--- src/rtl/vend_pkg.sv ---
// vend_pkg: shared definitions for the vending machine sequencer.
//   - FSM state encoding
//   - keypad codes for coins, product selects and cancel
//   - coin values and the change step
package vend_pkg;

   typedef enum logic [1:0] {
      StIdle   = 2'd0,
      StCredit = 2'd1,
      StVend   = 2'd2,
      StChange = 2'd3
   } vend_state_e;

   localparam logic [3:0] KEY_COIN5  = 4'h1;
   localparam logic [3:0] KEY_COIN10 = 4'h2;
   localparam logic [3:0] KEY_COIN25 = 4'h3;
   localparam logic [3:0] KEY_COIN50 = 4'h4;
   localparam logic [3:0] KEY_SEL0   = 4'hA;
   localparam logic [3:0] KEY_SEL1   = 4'hB;
   localparam logic [3:0] KEY_SEL2   = 4'hC;
   localparam logic [3:0] KEY_SEL3   = 4'hD;
   localparam logic [3:0] KEY_CANCEL = 4'hE;

   localparam logic [7:0] COIN5_VAL  = 8'd5;
   localparam logic [7:0] COIN10_VAL = 8'd10;
   localparam logic [7:0] COIN25_VAL = 8'd25;
   localparam logic [7:0] COIN50_VAL = 8'd50;

   localparam logic [7:0] CHANGE_UNIT = 8'd5;

   // Credit value of a coin key; zero for anything that is not a coin.
   function automatic logic [7:0] coin_value(input logic [3:0] code);
      logic [7:0] v;
      case (code)
         KEY_COIN5:  v = COIN5_VAL;
         KEY_COIN10: v = COIN10_VAL;
         KEY_COIN25: v = COIN25_VAL;
         KEY_COIN50: v = COIN50_VAL;
         default:    v = 8'd0;
      endcase
      return v;
   endfunction

endpackage

--- src/rtl/vend_timer.sv ---
// vend_timer: loadable down-counter with a done flag.
//   clk, reset (async, active low), load/load_val (load has priority),
//   en (count down, holding at zero), done (count is zero).
module vend_timer #(
   parameter int unsigned WIDTH = 8
) (
   input  logic             clk,
   input  logic             reset,
   input  logic             load,
   input  logic [WIDTH-1:0] load_val,
   input  logic             en,
   output logic             done
);

   logic [WIDTH-1:0] count_q;

   always_ff @(posedge clk or negedge reset) begin
      if (!reset) begin
         count_q <= '0;
      end else if (load) begin
         count_q <= load_val;
      end else if (en && (count_q != '0)) begin
         count_q <= count_q - WIDTH'(1);
      end
   end

   assign done = (count_q == '0);

endmodule

--- src/rtl/vend_controller.sv ---
// vend_controller: vending machine sequencer.
//   Inputs : clk, reset (async, active low), key_valid, key_code[3:0]
//   Outputs: credit[7:0], dispense, product[1:0], change_coin, coin_reject,
//            error, busy
//   Optional build macro VEND_AUDIT_EN adds sales_total[15:0] (saturating sum
//   of prices sold) and vend_count[7:0] (wrapping vend counter).
module vend_controller
   import vend_pkg::*;
#(
   parameter int unsigned PRICE0          = 25,
   parameter int unsigned PRICE1          = 50,
   parameter int unsigned PRICE2          = 75,
   parameter int unsigned PRICE3          = 100,
   parameter int unsigned MAX_CREDIT      = 200,
   parameter logic [3:0]  STOCK_INIT      = 4'd9,
   parameter int unsigned DISPENSE_CYCLES = 8,
   parameter logic [23:0] TIMEOUT_CYCLES  = 24'd10_000_000
) (
   input  logic       clk,
   input  logic       reset,
   input  logic       key_valid,
   input  logic [3:0] key_code,
   output logic [7:0] credit,
   output logic       dispense,
   output logic [1:0] product,
   output logic       change_coin,
   output logic       coin_reject,
   output logic       error,
   output logic       busy
`ifdef VEND_AUDIT_EN
   ,
   output logic [15:0] sales_total,
   output logic [7:0]  vend_count
`endif
);

   vend_state_e state_q, state_d;
   logic [7:0]  credit_q, credit_d;
   logic [3:0]  stock_q [4];
   logic [3:0]  stock_d [4];
   logic [1:0]  product_q, product_d;
   logic        phase_q, phase_d;
   logic        reject_q, reject_d;
   logic        error_q, error_d;

   logic        is_coin, is_sel, is_cancel;
   logic [7:0]  coin_val;
   logic [8:0]  coin_sum;
   logic [1:0]  sel_idx;
   logic [7:0]  sel_price;
   logic        vend_load, vend_done, tmo_load, tmo_done;

   // Key decode
   always_comb begin
      coin_val  = coin_value(key_code);
      is_coin   = (coin_val != 8'd0);
      is_sel    = (key_code >= KEY_SEL0) && (key_code <= KEY_SEL3);
      is_cancel = (key_code == KEY_CANCEL);
      sel_idx   = 2'(key_code - KEY_SEL0);
      coin_sum  = {1'b0, credit_q} + {1'b0, coin_val};
      case (sel_idx)
         2'd0:    sel_price = 8'(PRICE0);
         2'd1:    sel_price = 8'(PRICE1);
         2'd2:    sel_price = 8'(PRICE2);
         default: sel_price = 8'(PRICE3);
      endcase
   end

   always_comb begin
      state_d   = state_q;
      credit_d  = credit_q;
      stock_d   = stock_q;
      product_d = product_q;
      phase_d   = phase_q;
      reject_d  = 1'b0;
      error_d   = 1'b0;
      vend_load = 1'b0;
      unique case (state_q)
         StIdle, StCredit: begin
            if (key_valid) begin
               if (is_coin) begin
                  if (coin_sum <= 9'(MAX_CREDIT)) begin
                     credit_d = coin_sum[7:0];
                     state_d  = StCredit;
                  end else begin
                     reject_d = 1'b1;
                  end
               end else if (is_sel) begin
                  if ((stock_q[sel_idx] == 4'd0) || (credit_q < sel_price)) begin
                     error_d = 1'b1;
                  end else begin
                     credit_d         = credit_q - sel_price;
                     stock_d[sel_idx] = stock_q[sel_idx] - 4'd1;
                     product_d        = sel_idx;
                     vend_load        = 1'b1;
                     state_d          = StVend;
                  end
               end else if (is_cancel && (state_q == StCredit)) begin
                  state_d = StChange;
                  phase_d = 1'b0;
               end
            end else if ((state_q == StCredit) && tmo_done) begin
               state_d = StChange;
               phase_d = 1'b0;
            end
         end
         StVend: begin
            if (vend_done) begin
               state_d = (credit_q != 8'd0) ? StChange : StIdle;
               phase_d = 1'b0;
            end
         end
         StChange: begin
            // phase_q low on the entry cycle, so pulses land on alternate
            // cycles starting one cycle after entry.
            phase_d = ~phase_q;
            if (phase_q) begin
               credit_d = credit_q - CHANGE_UNIT;
               if (credit_q == CHANGE_UNIT) begin
                  state_d = StIdle;
               end
            end
         end
      endcase
   end

   always_ff @(posedge clk or negedge reset) begin
      if (!reset) begin
         state_q   <= StIdle;
         credit_q  <= 8'd0;
         product_q <= 2'd0;
         phase_q   <= 1'b0;
         reject_q  <= 1'b0;
         error_q   <= 1'b0;
         for (int i = 0; i < 4; i++) begin
            stock_q[i] <= STOCK_INIT;
         end
      end else begin
         state_q   <= state_d;
         credit_q  <= credit_d;
         product_q <= product_d;
         phase_q   <= phase_d;
         reject_q  <= reject_d;
         error_q   <= error_d;
         stock_q   <= stock_d;
      end
   end

   // Any key seen while accepting keys restarts the idle timeout.
   assign tmo_load = key_valid && ((state_q == StIdle) || (state_q == StCredit));

   vend_timer #(
      .WIDTH(8)
   ) u_dispense_timer (
      .clk      (clk),
      .reset    (reset),
      .load     (vend_load),
      .load_val (8'(DISPENSE_CYCLES - 1)),
      .en       (state_q == StVend),
      .done     (vend_done)
   );

   vend_timer #(
      .WIDTH(24)
   ) u_timeout_timer (
      .clk      (clk),
      .reset    (reset),
      .load     (tmo_load),
      .load_val (TIMEOUT_CYCLES - 24'd1),
      .en       (state_q == StCredit),
      .done     (tmo_done)
   );

   assign credit      = credit_q;
   assign dispense    = (state_q == StVend);
   assign product     = dispense ? product_q : 2'd0;
   assign change_coin = (state_q == StChange) && phase_q;
   assign coin_reject = reject_q;
   assign error       = error_q;
   assign busy        = (state_q == StVend) || (state_q == StChange);

`ifdef VEND_AUDIT_EN
   logic [15:0] sales_q;
   logic [7:0]  count_q;
   logic [16:0] sales_sum;

   assign sales_sum = {1'b0, sales_q} + {9'd0, sel_price};

   always_ff @(posedge clk or negedge reset) begin
      if (!reset) begin
         sales_q <= 16'd0;
         count_q <= 8'd0;
      end else if (vend_load) begin
         sales_q <= sales_sum[16] ? 16'hFFFF : sales_sum[15:0];
         count_q <= count_q + 8'd1;
      end
   end

   assign sales_total = sales_q;
   assign vend_count  = count_q;
`endif

endmodule
--- config.mk ---
export PLATFORM = sky130hd
export DESIGN_NAME = vend_controller
export DESIGN_NICKNAME = d
export VERILOG_FILES = /design/src/rtl/vend_pkg.sv /design/src/rtl/vend_timer.sv /design/src/rtl/vend_controller.sv
export SDC_FILE = /design/constraint.sdc
export NUM_CORES = 1
export LEC_CHECK = 0
export ABC_AREA = 1
export ABC_CLOCK_PERIOD_IN_PS = 2800
export BUFFER_PORTS_ARGS = -buffer_cell sky130_fd_sc_hd__buf_2
export CAP_MARGIN = 25
export CORE_MARGIN = 3
export CORE_UTILIZATION = 55
export DETAILED_ROUTE_END_ITERATION = 6
export GPL_TIMING_DRIVEN = 0
export PLACE_DENSITY = 0.77
export SLEW_MARGIN = 10
export SYNTH_ARGS = -nofsm -noshare
export SYNTH_HDL_FRONTEND = slang
export SYNTH_SLANG_ARGS = --single-unit
--- constraint.sdc ---
create_clock -name clk -period 2.8 [get_ports clk]
set_input_delay 0.42 -clock clk [delete_from_list [all_inputs] [get_ports clk]]
set_output_delay 0.42 -clock clk [all_outputs]
set_load 0.02 [all_outputs]
==> reports/results.txt, run 1 <==
#FFs+latches synth: 63
Worst Path Max Fanout: 10
met3 WL post-DR: 605 um
Initial DRT Pass Iterations: 5
Crit path arrival time: 2.92 ns
CP Class: input port to flip-flop
Worst-Skew Late Latency: 0.36 ns
clk sinks: 63
gr usage total: 25.36%
M1 wire length: 4.717 mm
async set or reset register ratio after synthesis: 100.0%
Primary FF master, synth: dfrtp_1
area of the die: 9321 sq um
Startpoint Class: input port
most used cell, CP: inv_1
DR top layer: met4
cts bufs inserted: 9
number of global-route vias before repair: 4032
initial core utilization: 57.46%
top-count cell post-synth: nand2_1
Root Driver: clkbuf_8
DR vias: 4304
Post-CTS Hold Buffers: 0
power per cell area: 410.7 nW/um^2
final period utilization: 95.34%
IO Port Bufs: 21
Placed Area: 4745 sq um
drt total wl: 10.93 mm
post-synth design cell area: 4509 sq um
Place WS: -0.5273 ns
Final min period: 2.669 ns
Rel. slew slack: 48.02%
post-route antenna net violation count: 0
DP HPWL: 7.896 mm
crit-path leading delay family: simple AND/OR/NAND/NOR gates
number of remaining DRC errors: 0
routed len/inst: 14.00 um
Starting DRT DRC Count: 205
Min-Delay Path Class: input port to async pin
Finished Cell Area: 5112 sq um
# nets final: 708
share of layout cells above drive strength 1: 15.91%
yosys warns: 0
sequential share of the synthesized area: 35.18%
P_leak: 0.002460 uW
Post-Syn Instances: 634
Setup violations, final: 0
Slew Viols, Final: 0
FMAX: 374.6 MHz
RSZ-0062 raised after global routing: yes
slowest stage delay, CP: 0.39 ns
Layout Skew: 0.01416 ns
share of the synthesized area in the top cell type: 30.52%
routed wl met2: 5.284 mm
# placed instances: 757
endpoint class of the critical path: flip-flop
n_diodes: 0
crit-path cells: buf_4 -> buf_6 -> inv_1 -> ha_2 -> inv_1 -> a21oi_1 -> ha_2 -> fa_2 -> inv_1 -> nand4_1 -> nand3_1 -> nand2_1 -> nand2_2 -> nand2_2 -> nor2_4 -> inv_4 -> nor2_4 -> inv_2 -> nand2_1 -> o21ai_2
htree depth: 3
CORE AREA: 7848 sq um
Layout Cells excl Fill: 781
# rows: 32
CP bufs+invs: 7
first-pass GRT wire length: 18.37 mm
Req. time, crit path: 3.05 ns
Placer Congestion: 0.8952
largest area contributor in the netlist: dfrtp_1
syn_area_per_cell: 7.113 sq um
die width: 96.55 um
Area Growth Syn to Fin: 13.37%
CTS max path bufs: 2
TritonCTS clock tree: yes
top cells by count, synth: 160 x nand2_1, 76 x inv_1, 73 x nor2_1, 55 x dfrtp_1, 53 x nand3_1
outcome: complete, no violations
Worst-Margin Slew: 0.7798 ns
CP max stage cell: fa_2
io pins: 22
final worst slack: 0.1306 ns
number of enable flip-flop cells after synthesis: 0
synth top area cells: dfrtp_1 31%, nand2_1 13%, ha_1 6.9%
antenna violations before repair: 0
VDD IR max: 0.2158 mV
Hold WS: 0.1394 ns
Avg Vias per Cell: 5.511
FILL cells: 687
DIE HEIGHT: 96.55 um
largest net degree at the start of global routing: 64
Reg clk slew, reported paths: 0.08 ns
syn nets: 668
Yosys cell types: 43
aggregate global routing overflow: 0
Hold Vio Cnt, Final: 0
reported max-cap violation count: 0
[worst register-to-register path, cell delays in order, from the launching register on]
cell and delay (ns):
dfrtp_1 0.49, inv_1 0.12, ha_2 0.22, fa_2 0.39, inv_1 0.07, nand4_1 0.13, nand3_1 0.14, nand2_1 0.07
nand2_2 0.09, nand2_2 0.08, nor2_4 0.17, inv_4 0.07, nor2_4 0.17, inv_2 0.09, nand2_1 0.07, o21ai_2 0.05
[where the power goes]
part | total, uW | switching (uW) | internal (uW)
clock | 880 | 412 | 468
combinational | 296 | 190 | 107
sequential | 923 | 8.54 | 915
total | 2100 | 610 | 1490
[stage by stage]
stage	utilization [%]	power (uW)	setup TNS, ns
6_report	65.15	2100	0
4_1_cts	63.49	2082	0
5_1_grt	65.15	2192	-0.02615
3_3_place_gp	60.43	1197	-11.64
2_1_floorplan	-	1126	0
3_5_place_dp	60.46	1203	-12.64
[final timing paths]
| check | start | to | slack (ns) | cells past startpoint |
|---|---|---|---|---|
| setup reg to reg | credit[0] | stock_q[1] | 0.30 | 15 |
| setup / recovery | key_code[0] | stock_q[1] | 0.13 | 20 |
| min in group clk | stock_q[3] | stock_q[3] | 0.47 | 2 |
| hold reg to reg | stock_q[3] | stock_q[3] | 0.47 | 2 |
| max in group asynchronous | reset | u_timeout_timer.count_q[4] | 2.14 | 1 |
| hold / removal | reset | u_dispense_timer.count_q[5] | 0.14 | 1 |
[layout make-up]
type / count / area [sq um] / share of cell area [%]
Clock inverter: 5 / 63.81 / 1.248
Tap cell: 102 / 127.6 / 2.496
Inverter: 84 / 320.3 / 6.265
Buffer: 8 / 53.80 / 1.052
Clock buffer: 11 / 151.4 / 2.961
Timing Repair Buffer: 28 / 165.2 / 3.231
Multi-Input combinational cell: 480 / 2644 / 51.71
Sequential cell: 63 / 1587 / 31.03
[per-layer routing]
layer	up-vias	GRT usage [%]
met2	139	43.45
li1	2155	-
met5	-	0
met1	1977	31.47
met3	33	4.725
met4	0	10.16
[flip-flops by register name (all words and copies together) (netlist names)]
name                      flops
coin_reject                   1
credit                        8
error                         1
phase_q                       1
product_q                     2
state_q                       2
stock_q                      16
u_dispense_timer.count_q      8
u_timeout_timer.count_q      24
[cell families (layout without fill, tap and decap cells)]
group,count (synthesis),after routing,synth area share (%)
AO/OA/AOI/OAI,96,96,11.88
XOR/XNOR,12,12,2.331
adder cells (fa/ha/maj),27,27,7.825
buffers and inverters,92,136,8.185
flip-flops,63,63,35.18
multiplexers,1,1,0.2220
AND/OR/NAND/NOR,343,344,34.38
[timing repair]
| action | CTS | global route |
|---|---|---|
| setup endpoints to repair | 13 | 30 |
| setup buffers | 0 | 7 |
| gates cloned | 0 | 1 |
| pin swaps | 0 | 5 |
| resized for setup | 5 | 17 |
[cells in the final DEF (no fill, tap or decap), types with 3 or more instances in the layout]
cell / Yosys / routed
buf_4: 0 / 9
nor2_2: 3 / 3
nor3_1: 8 / 8
xor2_1: 3 / 3
nand3_1: 53 / 52
clkbuf_1: 4 / 4
nor2_1: 73 / 73
dfstp_2: 8 / 8
nand2_4: 2 / 3
nand2_2: 4 / 7
buf_2: 1 / 19
inv_1: 76 / 76
nor4_1: 4 / 4
o21ai_1: 4 / 4
or2_2: 4 / 4
ha_1: 25 / 19
clkbuf_8: 0 / 11
nand4_1: 17 / 17
o211ai_1: 5 / 5
o21ai_0: 41 / 41
ha_2: 0 / 5
nand3_2: 4 / 4
xnor2_1: 9 / 7
a21oi_1: 33 / 33
dfrtp_1: 55 / 55
nand2_1: 160 / 156
nor2_4: 4 / 4
inv_2: 7 / 5
buf_6: 3 / 3
No activity file was read; power rests on OpenSTA's default activity.
==> run 2, diff against run 1 <==
--- a/config.mk
+++ b/config.mk
@@ -14,6 +14,7 @@
 export DETAILED_ROUTE_END_ITERATION = 6
 export GPL_TIMING_DRIVEN = 0
 export PLACE_DENSITY = 0.77
+export RECOVER_POWER = 50
 export SLEW_MARGIN = 10
 export SYNTH_ARGS = -nofsm -noshare
 export SYNTH_HDL_FRONTEND = slang
==> run 2 against run 1 <==
Compared with the run above:
- the flow now finishes with violations (capacitance limit, slew limit)
- highest routed layer unchanged
- fmax barely moved
- sequential share of layout area rose by 0.053 points
- largest cell class unchanged
- core utilization fell by 0.11 points
- wire length fell by 0.14%
- hold slack improved by 0.30 ns
==> reports/results.txt, run 2 (synthesis gave the netlist of run 1 again) <==
Min-Delay Path Class: input port to async pin
routed len/inst: 13.98 um (-0.14%)
Rel. slew slack: -2.376% (-50 points)
sequential share of power: 44.0% (about the same)
io pins: 22 (unchanged)
Initial DRT Pass Iterations: 5 (unchanged)
Reg clk slew, reported paths: 0.08 ns (about the same)
gr usage total: 25.36% (unchanged)
Crit path arrival time: 2.92 ns (about the same)
power per cell area: 411.3 nW/um^2 (+0.14%)
Req. time, crit path: 3.05 ns (about the same)
Starting DRT DRC Count: 205 (unchanged)
clock power share: 41.9% (about the same)
CP Class: input port to flip-flop
Comb pwr share: 14.1% (about the same)
number of global-route vias before repair: 4032 (unchanged)
final period utilization: 95.33% (about the same)
aggregate global routing overflow: 0 (unchanged)
Worst Reg2Reg Path Length in Cells: 15 (unchanged)
initial core utilization: 57.46% (unchanged)
Avg Vias per Cell: 5.534 (+0.42%)
# nets final: 708 (unchanged)
IO Port Bufs: 21 (unchanged)
Largest regs: u_timeout_timer.count_q: 24 flops, stock_q: 16 flops
area of the die: 9321 sq um (unchanged)
DR vias: 4322 (+0.42%)
# placed instances: 757 (unchanged)
cts bufs inserted: 9 (unchanged)
number of remaining DRC errors: 0 (unchanged)
Area Growth Syn to Fin: 13.18%
htree depth: 3 (unchanged)
max reg flops: 24 (unchanged)
Pint: 1489 uW (about the same)
P_leak: 0.002448 uW (-0.52%)
Slew Viols, Final: 64 (+64)
n_diodes: 0 (unchanged)
Layout Skew: 0.01415 ns (-0.00001130 ns)
TritonCTS clock tree: yes
FMAX: 374.6 MHz (about the same)
RSZ-0062 raised after global routing: yes
most used cell, CP: inv_1
Final min period: 2.669 ns (-0.0002630 ns)
Hold Vio Cnt, Final: 0 (unchanged)
Root Driver: clkbuf_8
reg2reg end: stock_q[1]
first-pass GRT wire length: 18.37 mm (unchanged)
Net Sw Power: 610.3 uW (about the same)
setup_tns: 0 ns (unchanged)
clk sinks: 63 (unchanged)
slowest stage delay, CP: 0.39 ns (about the same)
endpoint class of the critical path: flip-flop
Post-CTS Hold Buffers: 0 (unchanged)
worst r2r src: credit[0]
CP bufs+invs: 7 (unchanged)
DP HPWL: 7.896 mm (unchanged)
Worst-Skew Late Latency: 0.36 ns (about the same)
VDD IR max: 0.2160 mV (about the same)
Worst Path Max Fanout: 10 (unchanged)
Largest Register: u_timeout_timer.count_q
# rows: 32 (unchanged)
most frequent cells in the layout: 156 x nand2_1, 76 x inv_1, 73 x nor2_1
failing checks: capacitance limit, slew limit
reported max-cap violation count: 1 (+1)
CP max stage cell: fa_2
CTS max path bufs: 2 (unchanged)
die width: 96.55 um (unchanged)
share of layout cells above drive strength 1: 15.17% (-0.74 points)
CORE AREA: 7848 sq um (unchanged)
drt total wl: 10.92 mm (-0.14%)
post-route antenna net violation count: 0 (unchanged)
most common library cell in the layout ignoring fill and taps: nand2_1
DIE HEIGHT: 96.55 um (unchanged)
Worst-Margin Slew: 1.536 ns (+0.7559 ns)
largest net degree at the start of global routing: 64 (unchanged)
Placer Congestion: 0.8952 (unchanged)
Setup violations, final: 0 (unchanged)
antenna violations before repair: 0 (unchanged)
outcome: complete, but fails checks
crit-path cells: buf_4 -> buf_6 -> inv_1 -> ha_2 -> inv_1 -> a21oi_1 -> ha_2 -> fa_2 -> inv_1 -> nand4_1 -> nand3_1 -> nand2_1 -> nand2_2 -> nand2_2 -> nor2_4 -> inv_4 -> nor2_4 -> inv_2 -> nand2_1 -> o21ai_2
Layout Cells excl Fill: 781 (unchanged)
register-to-register setup slack: 0.30 ns (about the same)
Sw Share: 29.07% (about the same)
Startpoint Class: input port
crit-path leading delay family: simple AND/OR/NAND/NOR gates
[run 2: cell count changes in the layout (fill, tap and decap cells not counted), sizes merged]
cell,change
clkbuf,+6
buf,-6
[run 2: power by group through the flow]
stage | clock (uW) | sequential (uW) | combinational (uW)
after floorplan | 0 | 941 | 184
after global placement | 0 | 941 | 256
after detailed placement | 0 | 941 | 262
after CTS | 891 | 923 | 268
after global routing | 931 | 925 | 335
final | 880 | 923 | 296
[run 2: how the worst max path moves through the flow]
| stage | start | to | slack [ns] | depth (start not counted) |
|---|---|---|---|---|
| after floorplan | key_code[0] | stock_q[1] | 0.16 | 19 |
| after global placement | key_code[0] | credit[6] | -0.48 | 17 |
| after detailed placement | key_code[0] | credit[2] | -0.53 | 17 |
| after CTS | key_code[0] | stock_q[1] | 0.006 | 20 |
| after global routing | key_code[0] | stock_q[2] | -0.01 | 20 |
| final | key_code[0] | stock_q[1] | 0.13 | 20 |
[run 2: routing by layer]
layer	vias up	wire (um)	global-route usage, %
met3	33	610	4.725
li1	2155	-	-
met2	146	5278	43.45
met4	0	325	10.16
met1	1988	4702	31.47
met5	-	0	0
[run 2: cell type report]
cell class / count / area (sq um)
fillers: 690 / 2744
multi-input cells: 480 / 2644
flip-flops and latches: 63 / 1587
clock inverters: 5 / 63.81
inverters: 84 / 320.3
repair buffers: 28 / 156.4
clock buffers: 11 / 151.4
well taps: 102 / 127.6
plain buffers: 8 / 53.80
[run 2: per-stage QoR]
step | cell area [sq um] | setup WS (ns) | total power (uW) | hold WS [ns] | utilization (%)
global route | 5104 | -0.01226 | 2191 | 0.4852 | 65.04
CTS | 4982 | 0.006280 | 2082 | 0.1667 | 63.49
finish | 5104 | 0.1308 | 2099 | 0.4384 | 65.04
detailed placement | 4745 | -0.5273 | 1203 | 0.4540 | 60.46
global placement | 4742 | -0.4817 | 1197 | 0.4510 | 60.43
floorplan | 4509 | 0.1574 | 1126 | 0.1244 | -
[run 2: what timing repair did]
action / CTS / global route
endpoints found under the setup margin: 13 / 30
gates cloned: 0 / 1
gates resized for setup: 5 / 17
setup buffers: 0 / 7
pin swaps: 0 / 5
[run 2: worst reg2reg max path: stages (launching register included)]
cell	delay (ns)
dfrtp_1	0.49
inv_1	0.12
ha_2	0.22
fa_2	0.39
inv_1	0.07
nand4_1	0.13
nand3_1	0.14
nand2_1	0.07
nand2_2	0.09
nand2_2	0.08
nor2_4	0.17
inv_4	0.07
nor2_4	0.17
inv_2	0.09
nand2_1	0.07
o21ai_2	0.05
==> run 3, diff against run 2 <==
--- a/config.mk
+++ b/config.mk
@@ -10,12 +10,14 @@
 export BUFFER_PORTS_ARGS = -buffer_cell sky130_fd_sc_hd__buf_2
 export CAP_MARGIN = 25
 export CORE_MARGIN = 3
-export CORE_UTILIZATION = 55
+export CORE_UTILIZATION = 63
 export DETAILED_ROUTE_END_ITERATION = 6
 export GPL_TIMING_DRIVEN = 0
-export PLACE_DENSITY = 0.77
+export PLACE_DENSITY = 0.85
 export RECOVER_POWER = 50
+export SETUP_SLACK_MARGIN = 0.02
 export SLEW_MARGIN = 10
 export SYNTH_ARGS = -nofsm -noshare
 export SYNTH_HDL_FRONTEND = slang
+export SYNTH_HIERARCHICAL = 1
 export SYNTH_SLANG_ARGS = --single-unit
==> run 3 against run 2 <==
Compared with the run above:
- the run still ends with capacitance limit, slew limit left
- final area rose by 20%
- sequential power rose by 100%
- first-iteration DRC count rose by 100%
- combinational power rose to 14 times the previous value
- via count rose by 28%
- largest power group is now combinational cells
- largest cell class unchanged
- synthesized area rose by 18%
- global-route usage rose by 4.3 points
- sequential cell count did not move
- total power rose to 3.2 times the previous value
- register-to-register slack got worse by 0.03 ns
- clock skew fell by 0.0030 ns
==> reports/results.txt, run 3 <==
Area Growth Syn to Fin: 14.50%
register-to-register setup slack: 0.27 ns (-0.03 ns)
setup_tns: 0 ns (unchanged)
first-pass GRT wire length: 23.70 mm (+29%)
most common library cell in the layout ignoring fill and taps: nand2_1
CP Class: input port to flip-flop
IO Port Bufs: 21 (unchanged)
sequential share of power: 27.1% (-17 points)
DR vias: 5511 (+28%)
async set or reset register ratio after synthesis: 100.0% (unchanged)
footprint of the multi-input gates: 3501 sq um (+32%)
top-count cell post-synth: nand2_1
DIE HEIGHT: 98.08 um (+1.6%)
Layout Skew: 0.01119 ns (-0.002963 ns)
number of global-route vias before repair: 5154 (+28%)
FILL cells: 593 (-14%)
Starting DRT DRC Count: 410 (+100%)
Largest regs: u_timeout_timer/count_q: 24 flops, stock_q: 16 flops
CTS max path bufs: 2 (unchanged)
Avg Vias per Cell: 5.670 (+2.5%)
Req. time, crit path: 3.03 ns (-0.02 ns)
Startpoint Class: input port
number of enable flip-flop cells after synthesis: 0 (unchanged)
outcome: complete, but fails checks
Comb pwr share: 59.1% (+45 points)
post-route antenna net violation count: 0 (unchanged)
Reg clk slew, reported paths: 0.07 ns (about the same)
cts bufs inserted: 9 (unchanged)
Hold WS: 0.4497 ns (+0.01129 ns)
yosys warns: 6 (+6)
share of layout cells above drive strength 1: 14.94% (-0.23 points)
sequential share of the synthesized area: 29.70% (-5.5 points)
FMAX: 372.6 MHz (-0.55%)
Crit path arrival time: 2.91 ns (about the same)
Root Driver: clkbuf_8
DP HPWL: 9.895 mm (+25%)
# rows: 32 (unchanged)
Worst-Margin Slew: 1.550 ns (+0.01465 ns)
syn_area_per_cell: 6.736 sq um (-5.3%)
Rel. slew slack: -3.353% (-0.98 points)
RSZ-0062 raised after global routing: no
DR top layer: met4
top cells by count, synth: 271 x nand2_1, 87 x nand3_1, 79 x inv_1, 68 x nor2_1, 55 x dfrtp_1
# nets final: 900 (+27%)
M1 wire length: 5.889 mm (+25%)
initial core utilization: 67.04% (+9.6 points)
routed wl met2: 6.836 mm (+30%)
reported max-cap violation count: 1 (unchanged)
aggregate global routing overflow: 0 (unchanged)
Post-Syn Instances: 793 (+25%)
clock power share: 13.8% (-28 points)
endpoint class of the critical path: flip-flop
largest net degree at the start of global routing: 64 (unchanged)
Yosys cell types: 48 (+12%)
area of the die: 9620 sq um (+3.2%)
Worst-Skew Late Latency: 0.35 ns (about the same)
Worst Path Max Fanout: 10 (unchanged)
TritonCTS clock tree: yes
Sw Share: 50.74% (+22 points)
max reg flops: 24 (unchanged)
Initial DRT Pass Iterations: 5 (unchanged)
number of remaining DRC errors: 0 (unchanged)
Placed Area: 5693 sq um (+20%)
met3 WL post-DR: 992 um (+63%)
Slew Viols, Final: 64 (unchanged)
Finished Cell Area: 6116 sq um (+20%)
P_leak: 0.003166 uW (+29%)
CORE AREA: 7968 sq um (+1.5%)
routed len/inst: 14.39 um (+2.9%)
VDD IR max: 0.7436 mV (+240%)
Largest Register: u_timeout_timer/count_q
gr usage total: 29.66% (+4.3 points)
largest area contributor in the netlist: dfrtp_1
die width: 98.08 um (+1.6%)
io pins: 22 (unchanged)
Net Sw Power: 3459 uW (+470%)
Reg area: 1587 sq um (unchanged)
clk sinks: 63 (unchanged)
Min-Delay Path Class: input port to async pin
Primary FF master, synth: dfrtp_1
#FFs+latches synth: 63 (unchanged)
n_diodes: 0 (unchanged)
Pint: 3359 uW (+130%)
share of the synthesized area in the top cell type: 25.77% (-4.8 points)
Final min period: 2.684 ns (+0.01488 ns)
post-synth design cell area: 5341 sq um (+18%)
Setup violations, final: 0 (unchanged)
most frequent cells in the layout: 269 x nand2_1, 86 x nand3_1, 76 x inv_1
final period utilization: 95.86% (+0.53 points)
drt total wl: 13.99 mm (+28%)
antenna violations before repair: 0 (unchanged)
Placer Congestion: 0.9570 (+6.9%)
htree depth: 3 (unchanged)
power per cell area: 1115 nW/um^2 (+170%)
synth top area cells: dfrtp_1 26%, nand2_1 19%, nand3_1 8.2%
failing checks: capacitance limit, slew limit
Hold Vio Cnt, Final: 0 (unchanged)
-- run 3: routing by layer --
| metal | vias up | global-route usage [%] |
|---|---|---|
| met5 | - | 0 |
| met4 | 0 | 10.44 |
| met3 | 33 | 4.000 |
| met2 | 233 | 49.84 |
| met1 | 2568 | 39.29 |
| li1 | 2677 | - |
-- run 3: what timing repair did --
item                                    4_1_cts  5_1_grt
setup buffers                                 5        4
hold buffers                                  0        0
gates cloned                                  0        1
pin swaps                                     1        8
hold endpoints to repair                      0        0
resized for setup                             4       28
endpoints found under the setup margin       34       37
-- run 3: layout make-up --
class	count	share of cell area, %
multi-input cells	652	57.24
well taps	102	2.087
plain buffers	15	1.862
inverters	94	6.097
repair buffers	30	2.946
clock buffers	13	2.762
flip-flops and latches	63	25.94
clock inverters	3	1.064
-- run 3: worst paths after layout --
path	from	cells after the start	end
max reg2reg	credit[0]	15	stock_q[1]
max in group asynchronous	reset	1	credit[6]
min reg2reg	stock_q[12]	2	stock_q[12]
max	key_code[0]	20	stock_q[1]
min in group clk	stock_q[12]	2	stock_q[12]
min	reset	1	stock_q[14]
-- run 3: logic make-up after synthesis --
kind of cell    Yosys count  share of synthesized area, %
buf+inv                 109                         8.573
compound gates           85                         9.698
other cells               2                        0.1406
mux                       1                        0.1874
flops                    63                         29.70
fa+ha+maj                28                         6.840
simple gates            489                         42.23
xor+xnor                 16                         2.624
-- run 3: critical path, cell delays in order --
cell        delay [ns]
buf_8             0.11
buf_8             0.11
clkinvlp_4        0.14
ha_4              0.20
inv_2             0.06
a21oi_2           0.08
ha_2              0.20
fa_2              0.39
inv_1             0.07
nand4_1           0.12
nand3_2           0.11
nand2_2           0.07
nand2_4           0.08
nand2_4           0.07
nor2_8            0.22
inv_8             0.08
nor2_8            0.11
inv_2             0.08
nand2_1           0.10
o21ai_2           0.06
-- run 3: metrics by stage --
stage / utilization (%) / instances / power [uW] / worst slack [ns]
CTS: 75.05 / 967 / 6661 / 0.02503
finish: 76.76 / 972 / 6818 / 0.1159
global placement: 71.42 / 946 / 5493 / -0.5642
floorplan: - / 823 / 4740 / 0.01817
detailed placement: 71.45 / 946 / 5656 / -0.6456
global route: 76.76 / 972 / 7433 / 0.01126
-- run 3: power by group through the flow --
stage	clock network [uW]	logic, uW	registers, uW
2_1_floorplan	0	2960	1780
3_3_place_gp	0	3670	1820
3_5_place_dp	0	3810	1840
4_1_cts	947	3880	1830
5_1_grt	991	4530	1910
6_report	940	4030	1850
